`src/rtl/pipeline_pkg.sv`:
```
// Shared types and constants for the pipeline hazard controller.
//   hazard_state_t : sequencer states (RUN, MEM_WAIT, TRAP)
//   NOP_INSTR      : bubble value the pipeline registers load when flushed
//   REG_ZERO       : index of the hardwired-zero register
package pipeline_pkg;

    typedef enum logic [1:0] {
        RUN      = 2'd0,
        MEM_WAIT = 2'd1,
        TRAP     = 2'd2
    } hazard_state_t;

    localparam logic [15:0] NOP_INSTR = 16'h0000;
    localparam int          REG_ZERO  = 0;

endpackage

```
`src/rtl/load_use_detect.sv`:
```
// Load-use hazard comparator (purely combinational).
// Flags a decode-stage instruction that reads the destination of a load
// currently in EX. Writes to r0 never create a dependency.
//   id_rs1, id_rs2           : decode source registers
//   id_uses_rs1, id_uses_rs2 : decode instruction actually reads that source
//   ex_rd, ex_mem_read       : EX destination and "is a load"
//   load_use                 : one-cycle stall/bubble required
module load_use_detect
    import pipeline_pkg::*;
#(
    parameter int REG_BITS = 3
) (
    input  logic [REG_BITS-1:0] id_rs1,
    input  logic [REG_BITS-1:0] id_rs2,
    input  logic                id_uses_rs1,
    input  logic                id_uses_rs2,
    input  logic [REG_BITS-1:0] ex_rd,
    input  logic                ex_mem_read,
    output logic                load_use
);

    logic rd_nonzero;
    logic hit_rs1;
    logic hit_rs2;

    assign rd_nonzero = (ex_rd != REG_BITS'(REG_ZERO));
    assign hit_rs1    = id_uses_rs1 && (id_rs1 == ex_rd);
    assign hit_rs2    = id_uses_rs2 && (id_rs2 == ex_rd);
    assign load_use   = ex_mem_read && rd_nonzero && (hit_rs1 || hit_rs2);

endmodule

```
`src/rtl/pipeline_hazard_ctrl.sv`:
```
// Central stall/flush sequencer for the 5-stage 16-bit pipeline.
// Drives hold/flush of the IF/ID, ID/EX, EX/MEM, MEM/WB registers and the
// PC write enable, resolving load-use hazards, taken-branch redirects and
// data-memory waits (with a timeout trap). Also counts stalled cycles.
//
//   state    | meaning
//   ---------+---------------------------------------------------------
//   RUN      | normal issue; branch / load-use / new memory wait resolved
//   MEM_WAIT | data memory busy, whole pipe frozen, wait_cnt counting
//   TRAP     | memory wait exceeded MEM_TIMEOUT, frozen until reset
//
// Ports:
//   clk, reset            : clock, synchronous active-high reset
//   id_*                  : decode-stage source registers and use flags
//   ex_rd, ex_mem_read    : EX destination / load flag
//   ex_branch_taken       : EX branch resolved taken
//   mem_req, mem_ready    : MEM-stage access request / completion
//   pc_we                 : PC write enable
//   stall_*               : 1 = pipeline register holds
//   flush_if_id/id_ex     : 1 = register loads a bubble
//   mem_timeout           : sticky trap flag
//   stall_count           : saturating count of cycles with pc_we = 0
module pipeline_hazard_ctrl
    import pipeline_pkg::*;
#(
    parameter int REG_BITS    = 3,
    parameter int MEM_TIMEOUT = 15,
    parameter int CNT_WIDTH   = 16
) (
    input  logic                 clk,
    input  logic                 reset,
    input  logic [REG_BITS-1:0]  id_rs1,
    input  logic [REG_BITS-1:0]  id_rs2,
    input  logic                 id_uses_rs1,
    input  logic                 id_uses_rs2,
    input  logic [REG_BITS-1:0]  ex_rd,
    input  logic                 ex_mem_read,
    input  logic                 ex_branch_taken,
    input  logic                 mem_req,
    input  logic                 mem_ready,
    output logic                 pc_we,
    output logic                 stall_if_id,
    output logic                 stall_id_ex,
    output logic                 stall_ex_mem,
    output logic                 stall_mem_wb,
    output logic                 flush_if_id,
    output logic                 flush_id_ex,
    output logic                 mem_timeout,
    output logic [CNT_WIDTH-1:0] stall_count
);

    localparam int WAIT_W = $clog2(MEM_TIMEOUT + 1);

    hazard_state_t     state;
    logic [WAIT_W-1:0] wait_cnt;
    logic              load_use;
    logic              mem_stall;

    load_use_detect #(
        .REG_BITS (REG_BITS)
    ) u_load_use_detect (
        .id_rs1      (id_rs1),
        .id_rs2      (id_rs2),
        .id_uses_rs1 (id_uses_rs1),
        .id_uses_rs2 (id_uses_rs2),
        .ex_rd       (ex_rd),
        .ex_mem_read (ex_mem_read),
        .load_use    (load_use)
    );

    // Once waiting, mem_req no longer matters: the access is already in
    // flight and only mem_ready releases it.
    always_comb begin
        mem_stall = 1'b0;
        if (state == MEM_WAIT) begin
            mem_stall = !mem_ready;
        end else if (state == RUN) begin
            mem_stall = mem_req && !mem_ready;
        end
    end

    always_comb begin
        pc_we        = 1'b1;
        stall_if_id  = 1'b0;
        stall_id_ex  = 1'b0;
        stall_ex_mem = 1'b0;
        stall_mem_wb = 1'b0;
        flush_if_id  = 1'b0;
        flush_id_ex  = 1'b0;
        if (reset) begin
            pc_we       = 1'b0;
            flush_if_id = 1'b1;
            flush_id_ex = 1'b1;
        end else if (state == TRAP || mem_stall) begin
            pc_we        = 1'b0;
            stall_if_id  = 1'b1;
            stall_id_ex  = 1'b1;
            stall_ex_mem = 1'b1;
            stall_mem_wb = 1'b1;
        end else if (ex_branch_taken) begin
            // Redirect squashes the dependent instruction, so a coincident
            // load-use needs no stall.
            flush_if_id = 1'b1;
            flush_id_ex = 1'b1;
        end else if (load_use) begin
            pc_we       = 1'b0;
            stall_if_id = 1'b1;
            flush_id_ex = 1'b1;
        end
    end

    always_ff @(posedge clk) begin
        if (reset) begin
            state       <= RUN;
            wait_cnt    <= '0;
            mem_timeout <= 1'b0;
            stall_count <= '0;
        end else begin
            if (!pc_we && (stall_count != '1)) begin
                stall_count <= stall_count + 1'b1;
            end
            case (state)
                RUN: begin
                    if (mem_stall) begin
                        state    <= MEM_WAIT;
                        wait_cnt <= WAIT_W'(1);
                    end
                end
                MEM_WAIT: begin
                    if (mem_stall) begin
                        wait_cnt <= wait_cnt + 1'b1;
                        if (wait_cnt == WAIT_W'(MEM_TIMEOUT - 1)) begin
                            state       <= TRAP;
                            mem_timeout <= 1'b1;
                        end
                    end else begin
                        state    <= RUN;
                        wait_cnt <= '0;
                    end
                end
                TRAP: begin
                end
                default: begin
                    state    <= RUN;
                    wait_cnt <= '0;
                end
            endcase
        end
    end

endmodule

```
`config.mk`:
```
export PLATFORM = sky130hd
export DESIGN_NAME = pipeline_hazard_ctrl
export DESIGN_NICKNAME = d
export VERILOG_FILES = /design/src/rtl/pipeline_pkg.sv /design/src/rtl/load_use_detect.sv /design/src/rtl/pipeline_hazard_ctrl.sv
export SDC_FILE = /design/constraint.sdc
export NUM_CORES = 1
export LEC_CHECK = 0
export BUFFER_PORTS_ARGS = -buffer_cell sky130_fd_sc_hd__buf_2
export CORE_MARGIN = 2
export CORE_UTILIZATION = 45
export DETAILED_ROUTE_END_ITERATION = 7
export GPL_ROUTABILITY_DRIVEN = 1
export GPL_TIMING_DRIVEN = 0
export PLACE_DENSITY = 0.76
export SETUP_SLACK_MARGIN = 0.3
export SYNTH_ARGS = -nofsm -noshare
export SYNTH_HDL_FRONTEND = slang
export SYNTH_SLANG_ARGS = --single-unit
export TNS_END_PERCENT = 5
```
`constraint.sdc`:
```
create_clock -name clk -period 2 [get_ports clk]
set_clock_uncertainty 0.05 [all_clocks]
set_input_delay 0.4 -clock clk [delete_from_list [all_inputs] [get_ports clk]]
set_output_delay 0.4 -clock clk [all_outputs]
set_load 0.01 [all_outputs]
```
== Word level (Yosys, flattened, before mapping) ==
Cells that the tools add are included.
Widths: inputs -> output; s select.

* Bitwise gates (word level): 1
* $add $sub $neg: 2
* Reduce and logical (&&, ||, !) cells: 15
* Equal/unequal tests: 8
* Multiplexer cells: 25

{| class="wikitable"
|+ Operators by type and width
! operator !! count
|-
| $mux 1 || 18
|-
| $add 16x1->16 const B || 1
|-
| $ne 16x16->1 const B || 1
|-
| $pmux 4 s3 || 1
|-
| $mux 4 || 2
|-
| $eq 3x3->1 || 2
|-
| $logic_and 1x1->1 || 6
|-
| $mux 2 || 3
|-
| $pmux 2 s3 || 1
|-
| $reduce_and 3->1 || 2
|-
| $add 4x1->4 const B || 1
|-
| $eq 4x4->1 const B || 1
|-
| $ne 3x2->1 const B || 1
|-
| $reduce_bool 3->1 || 1
|-
| $eq 2x1->1 const B || 1
|-
| $eq 2x2->1 const B || 1
|-
| $logic_not 1->1 || 2
|-
| $logic_not 2->1 || 1
|-
| $logic_or 1x1->1 || 2
|-
| $ne 2x2->1 const B || 1
|-
| $reduce_and 2->1 || 1
|-
| $not 1->1 || 1
|}

* Input port bits: 17
* Flip-flop bits (word level): 23
* Logic and storage cells: 55
* Output and inout port bits: 24

== Longest topological paths before layout ==
* Word-level depth: 10
* Mapped depth: 8

== Hierarchy ==
Synthesis repeated with hierarchy kept, for this count alone.

* Cell total of the unflattened synthesis: 163
* Area total of the unflattened synthesis: 1446.4 µm²

{| class="wikitable"
|+ By module, submodules not included
! module !! cells an instance !! times used !! area each (µm²)
|-
| pipeline_hazard_ctrl || 153 || 1 || 1368.8
|-
| load_use_detect || 10 || 1 || 77.6
|}

== Least setup slack after synthesis ==
No wires, ideal clock.

* Path kind: input to register
* Start: input port ex_rd[0]
* End: register stall_count[15]
* Setup time: 0.070 ns
* Arrival: 1.860 ns
* Stages: 7
* Slack: 0.019 ns
* Cell sequence: xnor2_2 -> nand4_2 -> a2111oi_4 -> o21ai_2 -> buf_6 -> or3_1 -> a21oi_1

* Longest elaborated chain between the ends: 10
* Elaborated cells between the ends (all ways): 14
* Those cells by class: eq/ne: 2; mux: 4; reduce/logical: 8

{| class="wikitable"
|+ RTL lines
! what !! line !! RTL
|-
| from (decl) || pipeline_hazard_ctrl.sv:36 || <nowiki>input logic [REG_BITS-1:0] ex_rd,</nowiki>
|-
| $eq 3x3->1 (on tied branches) || load_use_detect.sv:27, load_use_detect.sv:28 ||
|-
| $logic_and 1x1->1 (on tied branches) || load_use_detect.sv:27, load_use_detect.sv:28 ||
|-
| $logic_or 1x1->1 || load_use_detect.sv:29 || <nowiki>assign load_use = ex_mem_read && rd_nonzero && (hit_rs1 || hit_rs2);</nowiki>
|-
| $logic_and 1x1->1 (*) || load_use_detect.sv:29 ||
|-
| $mux 1 (*) || pipeline_hazard_ctrl.sv:105 || <nowiki>end else if (load_use) begin</nowiki>
|-
| $mux 1 (*) || pipeline_hazard_ctrl.sv:100 || <nowiki>end else if (ex_branch_taken) begin</nowiki>
|-
| $mux 1 (*) || pipeline_hazard_ctrl.sv:94 || <nowiki>end else if (state == TRAP || mem_stall) begin</nowiki>
|-
| $mux 1 (*) || pipeline_hazard_ctrl.sv:90 || <nowiki>if (reset) begin</nowiki>
|-
| $logic_not 1->1 (*) || pipeline_hazard_ctrl.sv:119 || <nowiki>if (!pc_we && (stall_count != '1)) begin</nowiki>
|-
| $logic_and 1x1->1 (*) || pipeline_hazard_ctrl.sv:119 ||
|-
| to (signal assigned) || pipeline_hazard_ctrl.sv:120 || <nowiki>stall_count <= stall_count + 1'b1;</nowiki>
|-
| to (decl) || pipeline_hazard_ctrl.sv:49 || <nowiki>output logic [CNT_WIDTH-1:0] stall_count</nowiki>
|}

Every way passes the cells marked *; elsewhere a longest branch is shown, timed or not.
A chain may end at the register's enable or synchronous reset.

== Worst setup path after layout ==
* Start: input port ex_rd[0]
* End: output port stall_if_id

* Longest elaborated chain between the ends: 8
* Elaborated cells between the ends (all ways): 12
* Those cells by class: eq/ne: 2; mux: 4; reduce/logical: 6

{| class="wikitable"
|+ RTL lines
! what !! line !! RTL
|-
| $eq 3x3->1 (on tied branches) || load_use_detect.sv:27, load_use_detect.sv:28 ||
|-
| $logic_and 1x1->1 (on tied branches) || load_use_detect.sv:27, load_use_detect.sv:28 ||
|-
| $logic_or 1x1->1 || load_use_detect.sv:29 ||
|-
| $logic_and 1x1->1 (*) || load_use_detect.sv:29 ||
|-
| $mux 1 (*) || pipeline_hazard_ctrl.sv:105 ||
|-
| $mux 1 (*) || pipeline_hazard_ctrl.sv:100 ||
|-
| $mux 1 (*) || pipeline_hazard_ctrl.sv:94 ||
|-
| $mux 1 (*) || pipeline_hazard_ctrl.sv:90 ||
|-
| to (decl) || pipeline_hazard_ctrl.sv:42 || <nowiki>output logic stall_if_id,</nowiki>
|}

Marks and branches as above.

==> impl_results.md <==
* Final Hold Fails at 0
* Layout cell share with drive strength beyond 1 at 0.483
* Detail-routed via count per cell at 5.56
* Filler cells at 209
* Largest net degree at the start of global routing at 14
* Slew HR at 0.641
* Clock sink count at 23
* Final hold slack at 339 ps
* I/O Pins at 41
* Routed len/inst at 14.4 um
* Post-synth top cells: dfxtp_1 (23), nor2_1 (16), a21oi_1 (13)
* Synth area leader: dfxtp_1
* Status: finished with violations
* Gpl congestion at 0.795
* Fin nets at 230
* Dpl hpwl at 2410 um
* Final setup fails at 1
* Die H at 57.9 um
* Final antenna diode count at 0
* Post-Syn Area at 0.00131 sq mm
* R2r setup slk at 20 ps
* Top cells by area, synth: dfxtp_1 (35%), a21oi_1 (5.0%), o21ai_0 (4.6%)
* Register area share after synthesis at 0.352
* Crit-path max FO at 3
* Cts bufs inserted at 3
* CTS Buffer Depth at 2
* Syn Nets at 172
* Worst setup slack after layout at -12.0 ps
* Slew of the pin with the lowest slew margin at 538 ps
* Area Overhead vs Synth at 41.4%
* Violated checks: negative setup slack
* Min Tclk post-route at 2010 ps
* Post-synth ARST share at 0
* DRT iter0 DRCs at 41
* Ys flop type: dfxtp_1
* Flops & latches, synth at 23
* Synth Warn # at 0
* Tot Pwr at 859 uW
* Data required time of the worst path at 1550 ps
* Placement Setup Slack at -345 ps
* Via count at 1334
* DR pass1 iterations at 4
* CP arrival at 1560 ps
* Synth top area share at 0.352
* DRT Wirelength at 3450 um
* P_leak at 0.000796 uW
* Global-route wire length before repair at 5910 um
* Die Span X at 57.9 um
* Max Cap Violations at 0
* Fin cells at 240
* Pwr dens at 464 mW/mm^2
* Initial Utilization at 0.474
* Hold buffers post-CTS at 0
* CTS tree: built
* Initial antenna violation count at 0
* Finished Cell Area at 0.00185 sq mm
* Slew Limit Fails at 0
* Type of origin of the critical path: input pin
* Count leader, synth: dfxtp_1
* Row cnt at 19
* Clk_lat worst skew at 310 ps
* Critical path class: in2out
* H-tree Lvls at 1
* Period utilization at 1.01
* Total gr overflow at 0
* Placed cell count at 223
* ANT nets after route at 0
* Cell variety after synth at 40
* Vias in the first global route at 1334
* Max rail drop VDD at 460 uV
* Root buffer cell: clkbuf_4
* RSZ-0062 raised after global routing: true
* Clock slew seen by the registers of the worst setup and hold paths at 130 ps
* Placed Area at 0.00156 sq mm
* F_max at 0.497 GHz
* Gate Count Post-Synth at 152
* Core area at 0.00276 sq mm
* DRC viols at 0
* Post-synth EDFFs at 0
* HP Class: in2reg
* Avg Inst Size Synth at 8.60 sq um
* DIE AREA at 0.00335 sq mm
* GRT Util Overall at 0.226
* Port bufs at 40
* Crit path capture type: output pin
cells by family after synthesis:
| family | after synthesis | share of synthesized area |
|---|---|---|
| adder cells (fa/ha/maj) | 3 | 0.0287 |
| XOR/XNOR | 14 | 0.111 |
| AO/OA/AOI/OAI | 33 | 0.159 |
| multiplexers | 3 | 0.0249 |
| flip-flops | 23 | 0.352 |
| buffers and inverters | 8 | 0.0344 |
| AND/OR/NAND/NOR | 68 | 0.290 |
state kept, by name, summed over array words and instances (netlist names):
signal / flops
mem_timeout: 1
stall_count: 16
wait_cnt: 4
state: 2
per-layer routing:
layer / share of wire / up-vias / track usage
met1: 0.41 / 638 / 0.270
li1: - / 658 / -
met4: 0.017 / 0 / 0.0897
met2: 0.54 / 32 / 0.401
met5: 0 / - / 0
met3: 0.032 / 6 / 0.0379
placed cells by master (no fill, tap or decap), drive strengths merged:
| cell type | instances |
|---|---|
| buf | 58 |
| dfxtp | 23 |
| nor2 | 17 |
| a21oi | 13 |
| o21ai | 13 |
| nand2 | 9 |
| xnor2 | 8 |
| nand3 | 7 |
| xor2 | 6 |
| nand4 | 6 |
| or3 | 5 |
| clkbuf | 5 |
| nor2b | 4 |
| nand3b | 4 |
| nand2b | 4 |
| ha | 3 |
| or4 | 2 |
| and3 | 2 |
| nor3 | 2 |
| o211ai | 2 |
| mux2 | 2 |
| and2 | 2 |
| inv | 1 |
| o31ai | 1 |
| a211oi | 1 |
| a21o | 1 |
| and4 | 1 |
| nor4 | 1 |
| a2111oi | 1 |
| or2 | 1 |
| o2111ai | 1 |
| mux2i | 1 |
| nand4b | 1 |
| clkinv | 1 |
critical path, cell delays in order:
cell      delay, ps
buf_6           110
xnor2_2         160
nand4_2         190
a211oi_2        290
nand2b_4        170
nor2b_1         110
buf_2           130
power by group:
group / switching [uW] / internal, uW / leakage (uW)
Clock: 143 / 74.6 / 0.0000177
Sequential: 4.76 / 464 / 0.000190
Combinational: 84.1 / 87.9 / 0.000588
Total: 232 / 627 / 0.000796
area by class of cell:
class | count | area [sq um] | share of cell area
timing repair buffer | 53 | 344 | 0.186
buffer | 7 | 47.5 | 0.0257
tap | 31 | 38.8 | 0.0210
multi-input combinational | 121 | 915 | 0.495
inverter | 1 | 3.75 | 0.00203
clock buffer | 3 | 22.5 | 0.0122
sequential | 23 | 473 | 0.256
clock inverter | 1 | 5.00 | 0.00271
path summary, 6_finish.rpt:
kind	from	end	cells past startpoint
worst max register to register	stall_count[1]	stall_count[11]	8
worst min-delay path	reset	stall_count[10]	3
worst max-delay path	ex_rd[0]	stall_if_id	7
worst min register to register	mem_timeout	mem_timeout	2
per-stage QoR:
stage               setup TNS [ps]  utilization
global placement             -2500        0.566
global route                  -636        0.671
CTS                              0        0.646
detailed placement           -3800        0.566
finish                       -12.0        0.671
floorplan                        0            -
what timing repair did:
item | in CTS | in global routing
buffers inserted | 12 | 1
pin swaps | 14 | 11
endpoints found under the setup margin | 22 | 23
gates resized for setup | 27 | 27
Power figures use the tool's default switching activity.
